File: config.mk
export PLATFORM = sky130hd
export DESIGN_NAME = uart_rx_core
export DESIGN_NICKNAME = d
export VERILOG_FILES = /design/src/rtl/uart_pkg.sv /design/src/rtl/uart_rx_sync.sv /design/src/rtl/uart_rx_core.sv
export SDC_FILE = /design/constraint.sdc
export NUM_CORES = 1
export LEC_CHECK = 0
export ABC_AREA = 1
export BUFFER_PORTS_ARGS = -buffer_cell sky130_fd_sc_hd__buf_2
export CORE_UTILIZATION = 45
export CTS_CLUSTER_SIZE = 20
export DETAILED_ROUTE_END_ITERATION = 10
export GPL_ROUTABILITY_DRIVEN = 0
export PLACE_DENSITY = 0.62
export SLEW_MARGIN = 0
export SYNTH_ARGS = -nofsm -noshare
export SYNTH_HDL_FRONTEND = slang
export SYNTH_SLANG_ARGS = --single-unit
File: constraint.sdc
create_clock -name clk -period 1.6 [get_ports clk]
set_clock_uncertainty 0.1 [all_clocks]
set_input_delay 0.48 -clock clk [delete_from_list [all_inputs] [get_ports clk]]
set_output_delay 0.48 -clock clk [all_outputs]
set_load 0.1 [all_outputs]
File: src/rtl/uart_pkg.sv
// Shared UART receive definitions: FSM states, default bit divisor and data width.
package uart_pkg;

   localparam int CLKS_PER_BIT_DEF = 434;
   localparam int DATA_BITS        = 8;

   typedef enum logic [2:0] {
      IDLE  = 3'd0,
      START = 3'd1,
      DATA  = 3'd2,
      STOP  = 3'd3,
      BREAK = 3'd4
   } rx_state_e;

endpackage

File: src/rtl/uart_rx_sync.sv
// Two-flop synchroniser for the raw RX line plus a falling-edge detector.
// All flops reset to the idle (high) line level so reset never fakes a start bit.
module uart_rx_sync (
   input  logic clk,
   input  logic rst_n,
   input  logic rxd_i,
   output logic rxd_o,
   output logic fall_o
);

   logic meta_q;
   logic sync_q;
   logic prev_q;

   // synchroniser chain and one-cycle history of the synced line
   always_ff @(posedge clk or negedge rst_n) begin
      if (!rst_n) begin
         meta_q <= 1'b1;
         sync_q <= 1'b1;
         prev_q <= 1'b1;
      end else begin
         meta_q <= rxd_i;
         sync_q <= meta_q;
         prev_q <= sync_q;
      end
   end

   assign rxd_o  = sync_q;
   assign fall_o = prev_q & ~sync_q;

endmodule

File: src/rtl/uart_rx_core.sv
// 8N1 UART receiver: start validation, mid-bit sampling, stop check and a
// pulse-request / ack handshake towards the receive FIFO.
module uart_rx_core
   import uart_pkg::*;
#(
   parameter int CLKS_PER_BIT = CLKS_PER_BIT_DEF
) (
   input  logic                 clk,
   input  logic                 rst_n,
   input  logic                 i_rxd,
   input  logic                 i_fifo_ack,
   output logic [DATA_BITS-1:0] o_rx_data,
   output logic                 o_fifo_rq,
   output logic                 o_frame_err,
   output logic                 o_overrun,
   output logic                 o_rx_busy
);

   localparam int CNT_W = $clog2(CLKS_PER_BIT);
   localparam logic [CNT_W-1:0] HALF_M1 = CNT_W'(CLKS_PER_BIT / 2 - 1);
   localparam logic [CNT_W-1:0] FULL_M1 = CNT_W'(CLKS_PER_BIT - 1);

   logic                 rxd_s;
   logic                 fall_s;
   logic                 good_s;
   logic                 pend_eff_s;

   rx_state_e            state_q, state_d;
   logic [CNT_W-1:0]     cnt_q, cnt_d;
   logic [2:0]           idx_q, idx_d;
   logic [DATA_BITS-1:0] shift_q, shift_d;
   logic [DATA_BITS-1:0] data_q, data_d;
   logic                 rq_q, rq_d;
   logic                 ferr_q, ferr_d;
   logic                 ovr_q, ovr_d;
   logic                 busy_q, busy_d;
   logic                 pending_q, pending_d;

   uart_rx_sync u_sync (
      .clk    (clk),
      .rst_n  (rst_n),
      .rxd_i  (i_rxd),
      .rxd_o  (rxd_s),
      .fall_o (fall_s)
   );

   // state, datapath and registered outputs
   always_ff @(posedge clk or negedge rst_n) begin
      if (!rst_n) begin
         state_q   <= IDLE;
         cnt_q     <= '0;
         idx_q     <= 3'd0;
         shift_q   <= '0;
         data_q    <= '0;
         rq_q      <= 1'b0;
         ferr_q    <= 1'b0;
         ovr_q     <= 1'b0;
         busy_q    <= 1'b0;
         pending_q <= 1'b0;
      end else begin
         state_q   <= state_d;
         cnt_q     <= cnt_d;
         idx_q     <= idx_d;
         shift_q   <= shift_d;
         data_q    <= data_d;
         rq_q      <= rq_d;
         ferr_q    <= ferr_d;
         ovr_q     <= ovr_d;
         busy_q    <= busy_d;
         pending_q <= pending_d;
      end
   end

   // next-state, sampling and handshake decisions
   always_comb begin
      state_d   = state_q;
      cnt_d     = cnt_q + CNT_W'(1);
      idx_d     = idx_q;
      shift_d   = shift_q;
      data_d    = data_q;
      rq_d      = 1'b0;
      ferr_d    = 1'b0;
      ovr_d     = 1'b0;
      good_s    = 1'b0;

      case (state_q)
         IDLE: begin
            cnt_d = '0;
            if (fall_s) state_d = START;
            else        state_d = IDLE;
         end
         START: begin
            if (cnt_q == HALF_M1) begin
               cnt_d = '0;
               idx_d = 3'd0;
               if (!rxd_s) state_d = DATA;
               else        state_d = IDLE;
            end else begin
               state_d = START;
            end
         end
         DATA: begin
            if (cnt_q == FULL_M1) begin
               cnt_d   = '0;
               shift_d = {rxd_s, shift_q[DATA_BITS-1:1]};
               idx_d   = idx_q + 3'd1;
               if (idx_q == 3'(DATA_BITS - 1)) state_d = STOP;
               else                             state_d = DATA;
            end else begin
               state_d = DATA;
            end
         end
         STOP: begin
            if (cnt_q == FULL_M1) begin
               cnt_d = '0;
               if (rxd_s) begin
                  good_s  = 1'b1;
                  state_d = IDLE;
               end else begin
                  ferr_d  = 1'b1;
                  state_d = BREAK;
               end
            end else begin
               state_d = STOP;
            end
         end
         BREAK: begin
            // a held-low line must return high before a new start is accepted
            cnt_d = '0;
            if (rxd_s) state_d = IDLE;
            else       state_d = BREAK;
         end
         default: begin
            cnt_d   = '0;
            state_d = IDLE;
         end
      endcase

      // an ack arriving with the completing frame frees the slot first
      pend_eff_s = pending_q & ~i_fifo_ack;
      pending_d  = pend_eff_s;
      if (good_s) begin
         if (!pend_eff_s) begin
            rq_d      = 1'b1;
            data_d    = shift_q;
            pending_d = 1'b1;
         end else begin
            ovr_d = 1'b1;
         end
      end else begin
         pending_d = pend_eff_s;
      end

      busy_d = (state_d == START) || (state_d == DATA) || (state_d == STOP);
   end

   assign o_rx_data   = data_q;
   assign o_fifo_rq   = rq_q;
   assign o_frame_err = ferr_q;
   assign o_overrun   = ovr_q;
   assign o_rx_busy   = busy_q;

endmodule

Yosys cells after proc, flatten, opt, wreduce, memory -nomap -nowiden
Index checks and enable logic that the tools add are counted.
{"block": "classes", "eq_ne": 12, "magnitude_cmp": 0, "n_mux": 25, "shifts": 0, "bitwise_logic": 5, "n_addsub": 2, "div_mod_pow": 0, "n_reduce_logical": 8, "mul": 0}
{"operator": "$mux W3", "count": 6}
{"operator": "$mux W9", "count": 2}
{"operator": "$pmux W9 S2", "count": 1}
{"operator": "$pmux W3 S5", "count": 1}
{"operator": "$mux W1", "count": 13}
{"operator": "$eq A3 B2 Y1 const B", "count": 4}
{"operator": "$add A9 B1 Y9 const B", "count": 1}
{"operator": "$eq A9 B8 Y1 const B", "count": 1}
{"operator": "$eq A9 B9 Y1 const B", "count": 1}
{"operator": "$eq A3 B1 Y1 const B", "count": 2}
{"operator": "$eq A3 B3 Y1 const B", "count": 2}
{"operator": "$pmux W3 S2", "count": 1}
{"operator": "$ne A2 B2 Y1 const B", "count": 2}
{"operator": "$reduce_and A2 Y1", "count": 2}
{"operator": "$add A3 B1 Y3 const B", "count": 1}
{"operator": "$logic_not A3 Y1", "count": 1}
{"operator": "$not A1 Y1", "count": 3}
{"operator": "$reduce_and A3 Y1", "count": 1}
{"operator": "$and A1 B1 Y1", "count": 2}
{"operator": "$logic_or A1 B1 Y1", "count": 2}
{"operator": "$mux W2", "count": 1}
{"operator": "$reduce_bool A2 Y1", "count": 1}
{"operator": "$reduce_or A2 Y1", "count": 1}
{"block": "word_totals", "rom_bits": 0, "latchBits": 0, "output_inout_bits": 12, "word_cells": 65, "mem_count": 0, "ramBits": 0, "register_bits": 39}

Logic depth before layout (Yosys ltp)
Gate-level depths: netlist of run 1.
{"block": "logic_depth", "depth_word": 7, "depth_mapped": 9, "depth_no_buf": 9}

Modules after synthesis
From an unflattened synthesis of run 1, not the netlist that was laid out.
{"block": "hier_totals", "hier_cells": 205, "hier_area_um2": 1810.5}
{"mod": "uart_rx_core", "n_inst": 1, "cells_each": 200, "seq_area_each_um2": 900.9, "area_per_inst_um2": 1721.7}
{"mod": "uart_rx_sync", "n_inst": 1, "cells_each": 5, "seq_area_each_um2": 78.8, "area_per_inst_um2": 88.8}

Worst setup path after synthesis of run 1
OpenSTA, ideal clock, no wires.
{"block": "synth_path", "path_kind": "flip-flop to output port", "startpoint": "register data_q[0], in the netlist o_rx_data[0]", "endpoint": "output o_rx_data[0]", "stages_incl_launch_ff": 1, "required_ps": 1020, "setup_slack_ps": 122, "path_buffers": 0, "arrival_time_ps": 898, "path_cell_list": "dfrtp_1"}
{"item": "from (decl)", "line": "uart_rx_core.sv:32", "rtl": "logic [DATA_BITS-1:0] data_q, data_d;"}
{"item": "from (signal assigned)", "line": "uart_rx_core.sv:65", "rtl": "data_q <= data_d;"}
{"item": "to (decl)", "line": "uart_rx_core.sv:12", "rtl": "output logic [DATA_BITS-1:0] o_rx_data,"}
No word-level cell between the ends.

Worst setup path in the final report of run 1
{"block": "layout_path", "startpoint": "register cnt_q[1]", "endpoint": "register data_q[0], in the netlist o_rx_data[0]"}
{"block": "layout_between", "elab_chain_len": 4}
{"item": "from (decl)", "line": "uart_rx_core.sv:29", "rtl": "logic [CNT_W-1:0] cnt_q, cnt_d;"}
{"item": "from (signal assigned)", "line": "uart_rx_core.sv:62", "rtl": "cnt_q <= cnt_d;"}
{"item": "$eq A9 B9 Y1", "line": "uart_rx_core.sv:114", "rtl": "if (cnt_q == FULL_M1) begin"}
{"item": "$mux W1", "line": "uart_rx_core.sv:114"}
{"item": "$mux W1", "line": "uart_rx_core.sv:86", "rtl": "case (state_q)"}
{"item": "$reduce_and A2 Y1 (no source line)"}
No other way between the ends.
A chain may end at the register's enable or synchronous reset.

==> reports/qor.csv, run 1 <==
stage,metric,value,unit
status,status,"finished, final reports clean",
critical_path,WP data required,1.68,ns
clock_network,CTS buffer count,5,
routing,Antenna Nets Post-Route,0,
critical_path,flop-to-flop setup slack,0.02,ns
logic_synthesis,Synth area leader,dfrtp_1,
finish,"commonest non-fill, non-tap cell in the layout",nand2_1,
power_and_ir_drop,Pleak,0.00117,uW
floorplan,DIE AREA,4250,sq um
power_and_ir_drop,Worst VDD drop,0.000515,V
clock_network,clock slew at reported path FFs,0.08,ns
critical_path,Crit Reg-Reg Startpoint,cnt_q[1],
routing,Iter 0 DRT Violations,68,
placed_design,Placed Area,2170,sq um
floorplan,# rows,22,
critical_path,CP Capture Type,flip-flop,
finish,Layout area overhead,31.4,%
placed_design,input/output buffers,15,
critical_path,Startpoint Class,flip-flop,
critical_path,Crit Path Max Fanout,8,
clock_network,CTS Root Buffer Type,clkbuf_8,
critical_path,R2R cell count,9,
power_and_ir_drop,pwr dens,968,nW/um^2
routing,via count,1380,
global_routing,GR Util All Layers,0.187,
min_path,worst hold path endpoint,u_sync.meta_q,
job,max-cap violation count,0,
sta,Total Neg Setup Slack,0,ns
logic_synthesis,cells after synthesis,195,
min_path,Hold Crit Class,input pin to flip-flop,
floorplan,Die Span Y,65.2,um
floorplan,Initial Utilization,0.480,
sta,Final min period,1.58,ns
critical_path,type of the worst setup path,flip-flop to flip-flop,
min_path,Hold Path Origin,i_rxd,
sta,"Hold Vio Cnt, Final",0,
finish,share of cells above drive strength 1,0.266,
routing,DR pass1 iterations,5,
routing,post-detailed-route via-to-cell ratio,4.98,
floorplan,num ports,16,
finish,most frequent cells in the layout,"nand2_1, dfrtp_1, inv_1",
logic_synthesis,register area share after synthesis,0.546,
floorplan,chip width,65.2,um
global_routing,total gr overflow,0,
logic_synthesis,Syn Nets,204,
logic_synthesis,Netlist Area Pre-Place,1800,sq um
finish,Fill cells,322,
clock_network,clock latency on the worst-skew pair,0.29,ns
routing,DRC viols,0,
sta,RSZ-0062 raised after global routing,yes,
finish,nets,237,
floorplan,core area,3740,sq um
sta,final number of setup-violating endpoints,0,
sta,Slew HR,0.686,
placed_design,DP Wirelength,2490,um
logic_synthesis,ranking of synthesized cells by area,"dfrtp_1, nand2_1, inv_1",
sta,Hold WS,0.189,ns
min_path,WHS Path Cells,1,
finish,Ant. Diodes,0,
sta,Tcrit/Tclk final,0.988,
global_routing,first-pass GRT wire length,5910,um
logic_synthesis,synth unique cells,28,
clock_network,CTS Buffer Depth,2,
critical_path,Critical R2R Capture,o_rx_data[0],
sta,Final Max Slew Viols,0,
finish,final instance area,2360,sq um
logic_synthesis,Syn. warnings,0,
routing,final wirelength,3490,um
routing,DR WL/cell,12.6,um
power_and_ir_drop,Final Power,2280,uW
critical_path,"Arr. time, crit path",1.66,ns
logic_synthesis,Synth top area share,0.502,
clock_network,CTS tree,yes,
global_routing,number of global-route vias before repair,1293,
logic_synthesis,#FFs+latches synth,39,
global_routing,initial antenna violation count,0,
sta,slew at the pin with the worst max-slew slack,0.470,ns
sta,Max Clk Rate,633,MHz
global_routing,pin count of the biggest net entering global routing,24,
clock_network,Sink Count,39,
logic_synthesis,Syn Area/Cell,9.21,sq um
clock_network,CTS H-tree depth,2,
[what timing repair did]
action	4_1_cts	5_1_grt
pin swaps	1	6
endpoints found under the setup margin	8	16
hold endpoints to repair	7	0
buffers inserted	0	5
resized for setup	1	12
gates cloned	0	1
hold buffers	1	0
[metrics by stage]
stage / utilization / instances / setup WS, ns
floorplan: - / 195 / 0.122
global placement: 0.579 / 262 / 0.0493
detailed placement: 0.579 / 262 / -0.0126
CTS: 0.605 / 271 / 0.0203
global route: 0.630 / 277 / -0.0676
finish: 0.630 / 277 / 0.0191
[synthesized netlist by cell type (all sizes together)]
cell type,count
nand2,44
dfrtp,36
inv,28
nor2,20
a21oi,12
nand3,12
nand4,10
o21ai,10
buf,5
ha,5
dfstp,3
nor3,3
xnor2,2
xor2,2
a21boi,1
nand3b,1
o21a,1
[power by group]
group / internal [uW] / total (uW) / switching, uW
clock network: 304 / 637 / 333
registers: 1070 / 1150 / 83.0
logic: 233 / 496 / 263
total: 1600 / 2280 / 679
[layout make-up]
cell class	instances	area (sq um)	area share
flip-flops and latches	39	980	0.415
multi-input cells	124	726	0.308
repair buffers	30	403	0.171
inverters	28	105	0.0446
clock buffers	6	72.6	0.0308
well taps	48	60.1	0.0255
clock inverters	2	12.5	0.00531
[metal layers]
metal | vias up | global-route usage | wire length [um] | share of wire
met2 | 26 | 0.284 | 1710 | 0.49
met5 | - | 0 | 0 | 0
met3 | 5 | 0.0521 | 151 | 0.043
li1 | 693 | - | - | -
met1 | 656 | 0.250 | 1600 | 0.46
met4 | 0 | 0.0788 | 30 | 0.0086
[critical path, cell delays in order, from the launching register on]
cell and delay (ns):
dfrtp_1 0.40, inv_2 0.09, ha_4 0.13, nand2_2 0.06, nor2_4 0.15, nand2_4 0.09
nor2_8 0.19, nand3_4 0.12, nand2_1 0.09, nand2_1 0.05
[kinds of logic after synthesis]
| group | count (synthesis) | share of synthesized area |
|---|---|---|
| AOI/OAI and AO/OA | 24 | 0.0697 |
| xor gates and xnor gates | 4 | 0.0195 |
| adders and majority gates | 5 | 0.0348 |
| DFF | 39 | 0.546 |
| buffers and inverters | 33 | 0.0794 |
| and+or+nand+nor | 90 | 0.251 |
[how the worst max path moves through the flow]
stage | from | to | slack (ns) | depth (start not counted)
after CTS | cnt_q[1] | o_rx_data[1] | 0.02 | 9
after floorplan | o_rx_data[0] | o_rx_data[0] | 0.12 | 0
after detailed placement | cnt_q[1] | o_rx_data[1] | -0.01 | 9
after global placement | cnt_q[1] | o_rx_data[4] | 0.05 | 9
after global routing | cnt_q[1] | o_rx_data[1] | -0.07 | 9
final | cnt_q[1] | o_rx_data[0] | 0.02 | 9
[sequential cells by signal (all words and copies together), names as in the netlist]
register / flops
state_q: 3
cnt_q: 9
o_fifo_rq: 1
u_sync.meta_q: 1
o_overrun: 1
o_rx_data: 8
pending_q: 1
o_rx_busy: 1
shift_q: 8
u_sync.rxd_o: 1
o_frame_err: 1
idx_q: 3
u_sync.prev_q: 1
Power figures use the tool's default switching activity.
==> run 2: changes to the inputs <==
Settings changed: GPL_TIMING_DRIVEN from default to 0.
==> run 2 against run 1 <==
Critical path depth shrank 4. Final cell count shrank 2.2%. Worst hold slack lost 0.0012 ns. First-iteration DRC count grew 54%. Final area shrank 8.9%. Fmax grew 2.2%. Utilization shrank 5.6 points.
==> reports/qor.csv, run 2 (same netlist as run 1, synthesis figures left out) <==
stage,metric,value,unit,change
power_and_ir_drop,Worst VDD drop,0.000559,V,+8.5%
global_routing,GR Layer Usage met1,0.237,,-0.0123
placed_design,input/output buffers,15,,unchanged
clock_network,cts hold-fix bufs,0,,-1
finish,Largest register FFs,9,,unchanged
status,status,"finished, final reports clean",,
finish,nets,231,,-2.5%
power_and_ir_drop,pwr dens,1010,nW/um^2,+4.6%
floorplan,core area,3740,sq um,unchanged
power_and_ir_drop,Psw,645,uW,-5.0%
sta,Total Neg Setup Slack,0,ns,unchanged
power_and_ir_drop,Final Power,2180,uW,-4.7%
power_and_ir_drop,Pleak,0.00110,uW,-6.4%
clock_network,CTS buffer count,5,,unchanged
job,max-cap violation count,0,,unchanged
placed_design,placed cells,258,,-1.5%
floorplan,Initial Utilization,0.480,,unchanged
global_routing,pin count of the biggest net entering global routing,40,,+67%
placed_design,DP Wirelength,2300,um,-7.5%
critical_path,CP Cell Sequence,"inv_1, nand3_1, nand3b_2, buf_2, a21oi_1",,
floorplan,num ports,16,,unchanged
global_routing,total gr overflow,0,,unchanged
finish,Util after Layout,0.574,,-0.0558
critical_path,CP Capture Type,flip-flop,,
clock_network,CTS Root Buffer Type,clkbuf_8,,
critical_path,R2R cell count,5,,-4
routing,final wirelength,3510,um,+0.66%
floorplan,Die Span Y,65.2,um,unchanged
power_and_ir_drop,switching portion of total power,0.296,,-0.00111
critical_path,Startpoint Class,flip-flop,,
global_routing,GRT busiest layer,met2,,
min_path,Hold Crit Class,input pin to async pin,,
routing,via count,1384,,+0.29%
global_routing,met3 Use GR,0.0434,,-0.00868
sta,final number of setup-violating endpoints,0,,unchanged
critical_path,Max stage delay on crit path,0.41,ns,about the same
finish,FF/Latch Area,982,sq um,+0.26%
sta,Tcrit/Tclk final,0.967,,-0.0210
finish,multi-input combinational cell area,722,sq um,-0.52%
sta,Hold WS,0.188,ns,-0.00121 ns
finish,Ant. Diodes,0,,unchanged
routing,DR WL/cell,13.0,um,+2.9%
floorplan,DIE AREA,4250,sq um,unchanged
critical_path,family with the most delay on the worst path,flip-flops,,
global_routing,initial antenna violation count,0,,unchanged
finish,most frequent cells in the layout,"nand2_1, dfrtp_1, inv_1",,
power_and_ir_drop,P_int,1530,uW,-4.5%
floorplan,chip width,65.2,um,unchanged
sta,"Hold Vio Cnt, Final",0,,unchanged
routing,post-detailed-route via-to-cell ratio,5.11,,+2.5%
global_routing,grt met2 use,0.293,,+0.00902
sta,Slew HR,0.441,,-0.245
critical_path,"Arr. time, crit path",1.65,ns,about the same
sta,Final min period,1.55,ns,-0.0336 ns
finish,Final Non-Filler Cells,271,,-2.2%
clock_network,CTS tree,yes,,
power_and_ir_drop,Comb pwr share,0.179,,-0.039
critical_path,type of the worst setup path,flip-flop to flip-flop,,
clock_network,clock latency on the worst-skew pair,0.29,ns,about the same
finish,Layout area overhead,19.7,%,
critical_path,WP data required,1.71,ns,+0.03 ns
critical_path,Critical R2R Capture,shift_q[6],,
clock_network,clock slew at reported path FFs,0.07,ns,about the same
global_routing,GR Util All Layers,0.183,,-0.00330
routing,DRC viols,0,,unchanged
clock_network,CTS H-tree depth,2,,unchanged
global_routing,first-pass GRT wire length,5840,um,-1.0%
finish,share of cells above drive strength 1,0.256,,-0.0108
routing,Iter 0 DRT Violations,105,,+54%
global_routing,number of global-route vias before repair,1298,,+0.39%
power_and_ir_drop,sequential power share,0.533,,+0.030
critical_path,CP max stage cell,dfrtp_1,,
floorplan,# rows,22,,unchanged
routing,Antenna Nets Post-Route,0,,unchanged
clock_network,CTS Buffer Depth,2,,unchanged
sta,RSZ-0062 raised after global routing,yes,,
clock_network,Sink Count,39,,unchanged
critical_path,Crit Reg-Reg Startpoint,state_q[2],,
finish,Fill cells,335,,+4.0%
critical_path,flop-to-flop setup slack,0.05,ns,+0.03 ns
finish,"commonest non-fill, non-tap cell in the layout",nand2_1,,
sta,Max Clk Rate,646,MHz,+2.2%
sta,slew at the pin with the worst max-slew slack,0.838,ns,+0.367 ns
critical_path,Crit Path Max Fanout,10,,+2
routing,DR pass1 iterations,4,,-1
finish,Top reg by flops,cnt_q,,
power_and_ir_drop,Clock Power Share,0.289,,+0.010
critical_path,CP Buf/Inv Count,2,,+1
sta,Final Max Slew Viols,0,,unchanged
## run 2: what timing repair did
item	4_1_cts	5_1_grt
cloned	0	2
endpoints found under the setup margin	17	31
resized for setup	14	13
pin swaps	0	1
buffers inserted	0	3
## run 2: metal layers
layer | routed length (um) | up-vias | part of all wire
met5 | 0 | - | 0
met4 | 52 | 0 | 0.015
met3 | 134 | 5 | 0.038
met2 | 1670 | 27 | 0.48
met1 | 1650 | 672 | 0.47
li1 | - | 680 | -
## run 2: metrics by stage
stage	cell area [sq um]	setup WS (ns)
finish	2150	0.0527
detailed placement	1930	-0.0323
global route	2150	-0.0696
CTS	2050	0.00115
floorplan	1800	0.122
global placement	1930	0.0146
## run 2: final cells by class
class | instances | area share
flip-flops and latches | 39 | 0.457
multi-input cells | 124 | 0.336
repair buffers | 19 | 0.0710
inverters | 28 | 0.0489
clock buffers | 7 | 0.0355
well taps | 48 | 0.0279
plain buffers | 5 | 0.0204
clock inverters | 1 | 0.00349
## run 2: worst max-delay path by stage
stage,start,endpoint,slack (ns),depth (start not counted)
final,state_q[2],shift_q[6],0.05,5
after detailed placement,cnt_q[1],idx_q[1],-0.03,8
after CTS,cnt_q[0],o_rx_busy,0.001,9
after global placement,cnt_q[1],shift_q[4],0.01,8
after floorplan,o_rx_data[0],o_rx_data[0],0.12,0
after global routing,cnt_q[0],o_rx_busy,-0.07,9
## run 2: worst register-to-register path: cells and delay by family (launching register included)
kind                   cells  cell delay (ns)
flip-flops                 1             0.41
AO/OA/AOI/OAI              1             0.17
buffers and inverters      2             0.38
AND/OR/NAND/NOR            2             0.40
## run 2: power groups by stage
| stage | registers (uW) | clock network, uW | logic, uW |
|---|---|---|---|
| after CTS | 1150 | 653 | 324 |
| after floorplan | 1170 | 0 | 210 |
| after global placement | 1160 | 0 | 301 |
| after global routing | 1170 | 686 | 436 |
| after detailed placement | 1160 | 0 | 316 |
| final | 1160 | 628 | 389 |
==> run 3: changes to the inputs <==
Settings changed: CORE_UTILIZATION 45 to 50, GPL_TIMING_DRIVEN 0 to default, PLACE_DENSITY 0.62 to 0.68.
==> run 3 against run 2 <==
Die area decreased by 9.7%. Non-clock buffer count increased by 1. Combinational power increased by 1%. Critical path type unchanged. First-iteration DRC count decreased by 42%. Clock power decreased by 16%. Power decreased by 4.9%. Routed wire length decreased by 1.5%. Critical path depth increased by 4. Final cell count decreased by 0.37%.
==> reports/qor.csv, run 3 (same netlist as run 1, synthesis figures left out) <==
stage,metric,value,unit,change
placed_design,input/output buffers,15,,unchanged
critical_path,Critical R2R Capture,o_rx_data[0],,
routing,DR WL/cell,12.8,um,-1.1%
critical_path,Max stage delay on crit path,0.42,ns,about the same
clock_network,clock latency on the worst-skew pair,0.35,ns,+0.06 ns
clock_network,CTS tree,yes,,
finish,nets,232,,+0.43%
routing,DRC viols,0,,unchanged
finish,Fill cells,257,,-23%
finish,multi-input combinational cell area,711,sq um,-1.6%
critical_path,CP Capture Type,flip-flop,,
placed_design,DP Wirelength,2580,um,+12%
placed_design,DP Worst Slack,-0.0185,ns,+0.0138 ns
power_and_ir_drop,Worst VDD drop,0.000619,V,+11%
finish,Util after Layout,0.674,,+0.0999
critical_path,Worst Setup SP,cnt_q[1],,
critical_path,R2R cell count,9,,+4
critical_path,Crit Path Max Fanout,9,,-1
clock_network,CTS buffer count,5,,unchanged
clock_network,CTS Buffer Depth,2,,unchanged
sta,final worst setup slack,0.0110,ns,-0.0417 ns
floorplan,Die Span Y,61.9,um,-5.0%
sta,RSZ-0062 raised after global routing,yes,,
routing,Iter 0 DRT Violations,61,,-42%
sta,Tcrit/Tclk final,0.993,,+0.0261
finish,Ant. Diodes,0,,unchanged
power_and_ir_drop,pwr dens,906,nW/um^2,-11%
finish,Largest register FFs,9,,unchanged
critical_path,CP endpoint,o_rx_data[0],,
clock_network,clock slew at reported path FFs,0.13,ns,+0.06 ns
floorplan,DIE AREA,3830,sq um,-9.7%
sta,Final min period,1.59,ns,+0.0417 ns
routing,via count,1368,,-1.2%
finish,Top reg by flops,cnt_q,,
sta,"Hold Vio Cnt, Final",0,,unchanged
critical_path,"Arr. time, crit path",1.80,ns,+0.15 ns
placed_design,Placed Area,2170,sq um,+12%
global_routing,number of global-route vias before repair,1210,,-6.8%
finish,most frequent cells in the layout,"nand2_1, dfrtp_1, inv_1",,
finish,Layout area overhead,27.2,%,
sta,Max Clk Rate,629,MHz,-2.6%
routing,post-detailed-route via-to-cell ratio,5.07,,-0.79%
global_routing,total gr overflow,0,,unchanged
routing,DR pass1 iterations,4,,unchanged
clock_network,CTS H-tree depth,2,,unchanged
sta,final number of setup-violating endpoints,0,,unchanged
clock_network,CTS Root Buffer Type,clkbuf_4,,
floorplan,Initial Utilization,0.530,,+0.0501
finish,final instance area,2280,sq um,+6.3%
job,max-cap violation count,0,,unchanged
global_routing,pin count of the biggest net entering global routing,23,,-43%
critical_path,Startpoint Class,flip-flop,,
critical_path,flop-to-flop setup slack,0.01,ns,-0.04 ns
power_and_ir_drop,Pleak,0.00115,uW,+4.9%
finish,"commonest non-fill, non-tap cell in the layout",nand2_1,,
critical_path,WP data required,1.81,ns,+0.10 ns
critical_path,type of the worst setup path,flip-flop to flip-flop,,
finish,share of cells above drive strength 1,0.246,,-0.0101
power_and_ir_drop,Final Power,2070,uW,-4.9%
critical_path,CP Cell Sequence,"inv_2, ha_1, nand2_2, nor2_4, nand2_4, nor2_8, buf_12, nand4_1, nand2_1",,
sta,Slew HR,0.712,,+0.270
routing,final wirelength,3460,um,-1.5%
status,status,"finished, final reports clean",,
sta,Final Max Slew Viols,0,,unchanged
critical_path,CP max stage cell,dfrtp_1,,
floorplan,chip width,61.9,um,-5.0%
clock_network,Sink Count,39,,unchanged
floorplan,num ports,16,,unchanged
floorplan,core area,3390,sq um,-9.5%
floorplan,# rows,21,,-4.5%
global_routing,initial antenna violation count,0,,unchanged
routing,Antenna Nets Post-Route,0,,unchanged
critical_path,Crit Reg-Reg Startpoint,cnt_q[1],,
global_routing,first-pass GRT wire length,5450,um,-6.7%
global_routing,GR Util All Layers,0.202,,+0.0185
min_path,Hold Path Origin,i_rxd,,
finish,FF/Latch Area,980,sq um,-0.25%
min_path,Hold Crit Class,input pin to flip-flop,,
sta,slew at the pin with the worst max-slew slack,0.432,ns,-0.406 ns
[run 3: cell count changes in the layout (fill, tap and decap cells not counted), moves of 2 or more]
cell	change
dfrtp_2	-2
buf_4	-10
clkbuf_8	-5
clkbuf_1	-2
clkbuf_4	+5
buf_2	-2
buf_12	+15
dfrtp_1	+2
[run 3: cell type report]
type	instances	area share
clock inverter	3	0.0104
sequential	39	0.429
clock buffer	5	0.0164
timing repair buffer	25	0.162
multi-input combinational	124	0.311
inverter	28	0.0460
tap	46	0.0252
[run 3: report_power, final]
group	internal, uW	total (uW)	switching (uW)
registers	1070	1150	81.2
clock network	176	528	352
logic	171	394	223
total	1410	2070	656
[run 3: metrics by stage]
stage               hold WS [ns]  instances  setup TNS [ns]
CTS                       0.0901        268               0
detailed placement         0.252        259         -0.0194
floorplan                 0.0844        195               0
global route              0.0837        270          -0.617
global placement           0.248        259               0
finish                     0.106        270               0
[run 3: routing by layer]
metal / up-vias / GRT usage / wire [um]
met5: - / 0 / 0
met4: 0 / 0.0667 / 31
met3: 6 / 0.0559 / 113
met2: 26 / 0.315 / 1710
met1: 649 / 0.273 / 1610
li1: 687 / - / -
[run 3: worst max-delay path, delay by kind of cell, from the launching register on]
family / cells / cell delay [ns]
flip-flops: 1 / 0.42
buffers and inverters: 2 / 0.21
AND/OR/NAND/NOR: 6 / 0.67
adder cells (fa/ha/maj): 1 / 0.15
[run 3: worst min path at each step]
stage	end	cells past startpoint
2_1_floorplan	cnt_q[0]	0
3_3_place_gp	u_sync.rxd_o	0
3_5_place_dp	u_sync.rxd_o	0
4_1_cts	u_sync.meta_q	1
5_1_grt	u_sync.meta_q	1
6_report	u_sync.meta_q	1
[run 3: what timing repair did]
action	4_1_cts	5_1_grt
hold buffers	1	0
pin swaps	0	3
endpoints found under the setup margin	5	15
cloned	0	1
buffers inserted	0	1
hold endpoints to repair	6	0
resized for setup	1	7
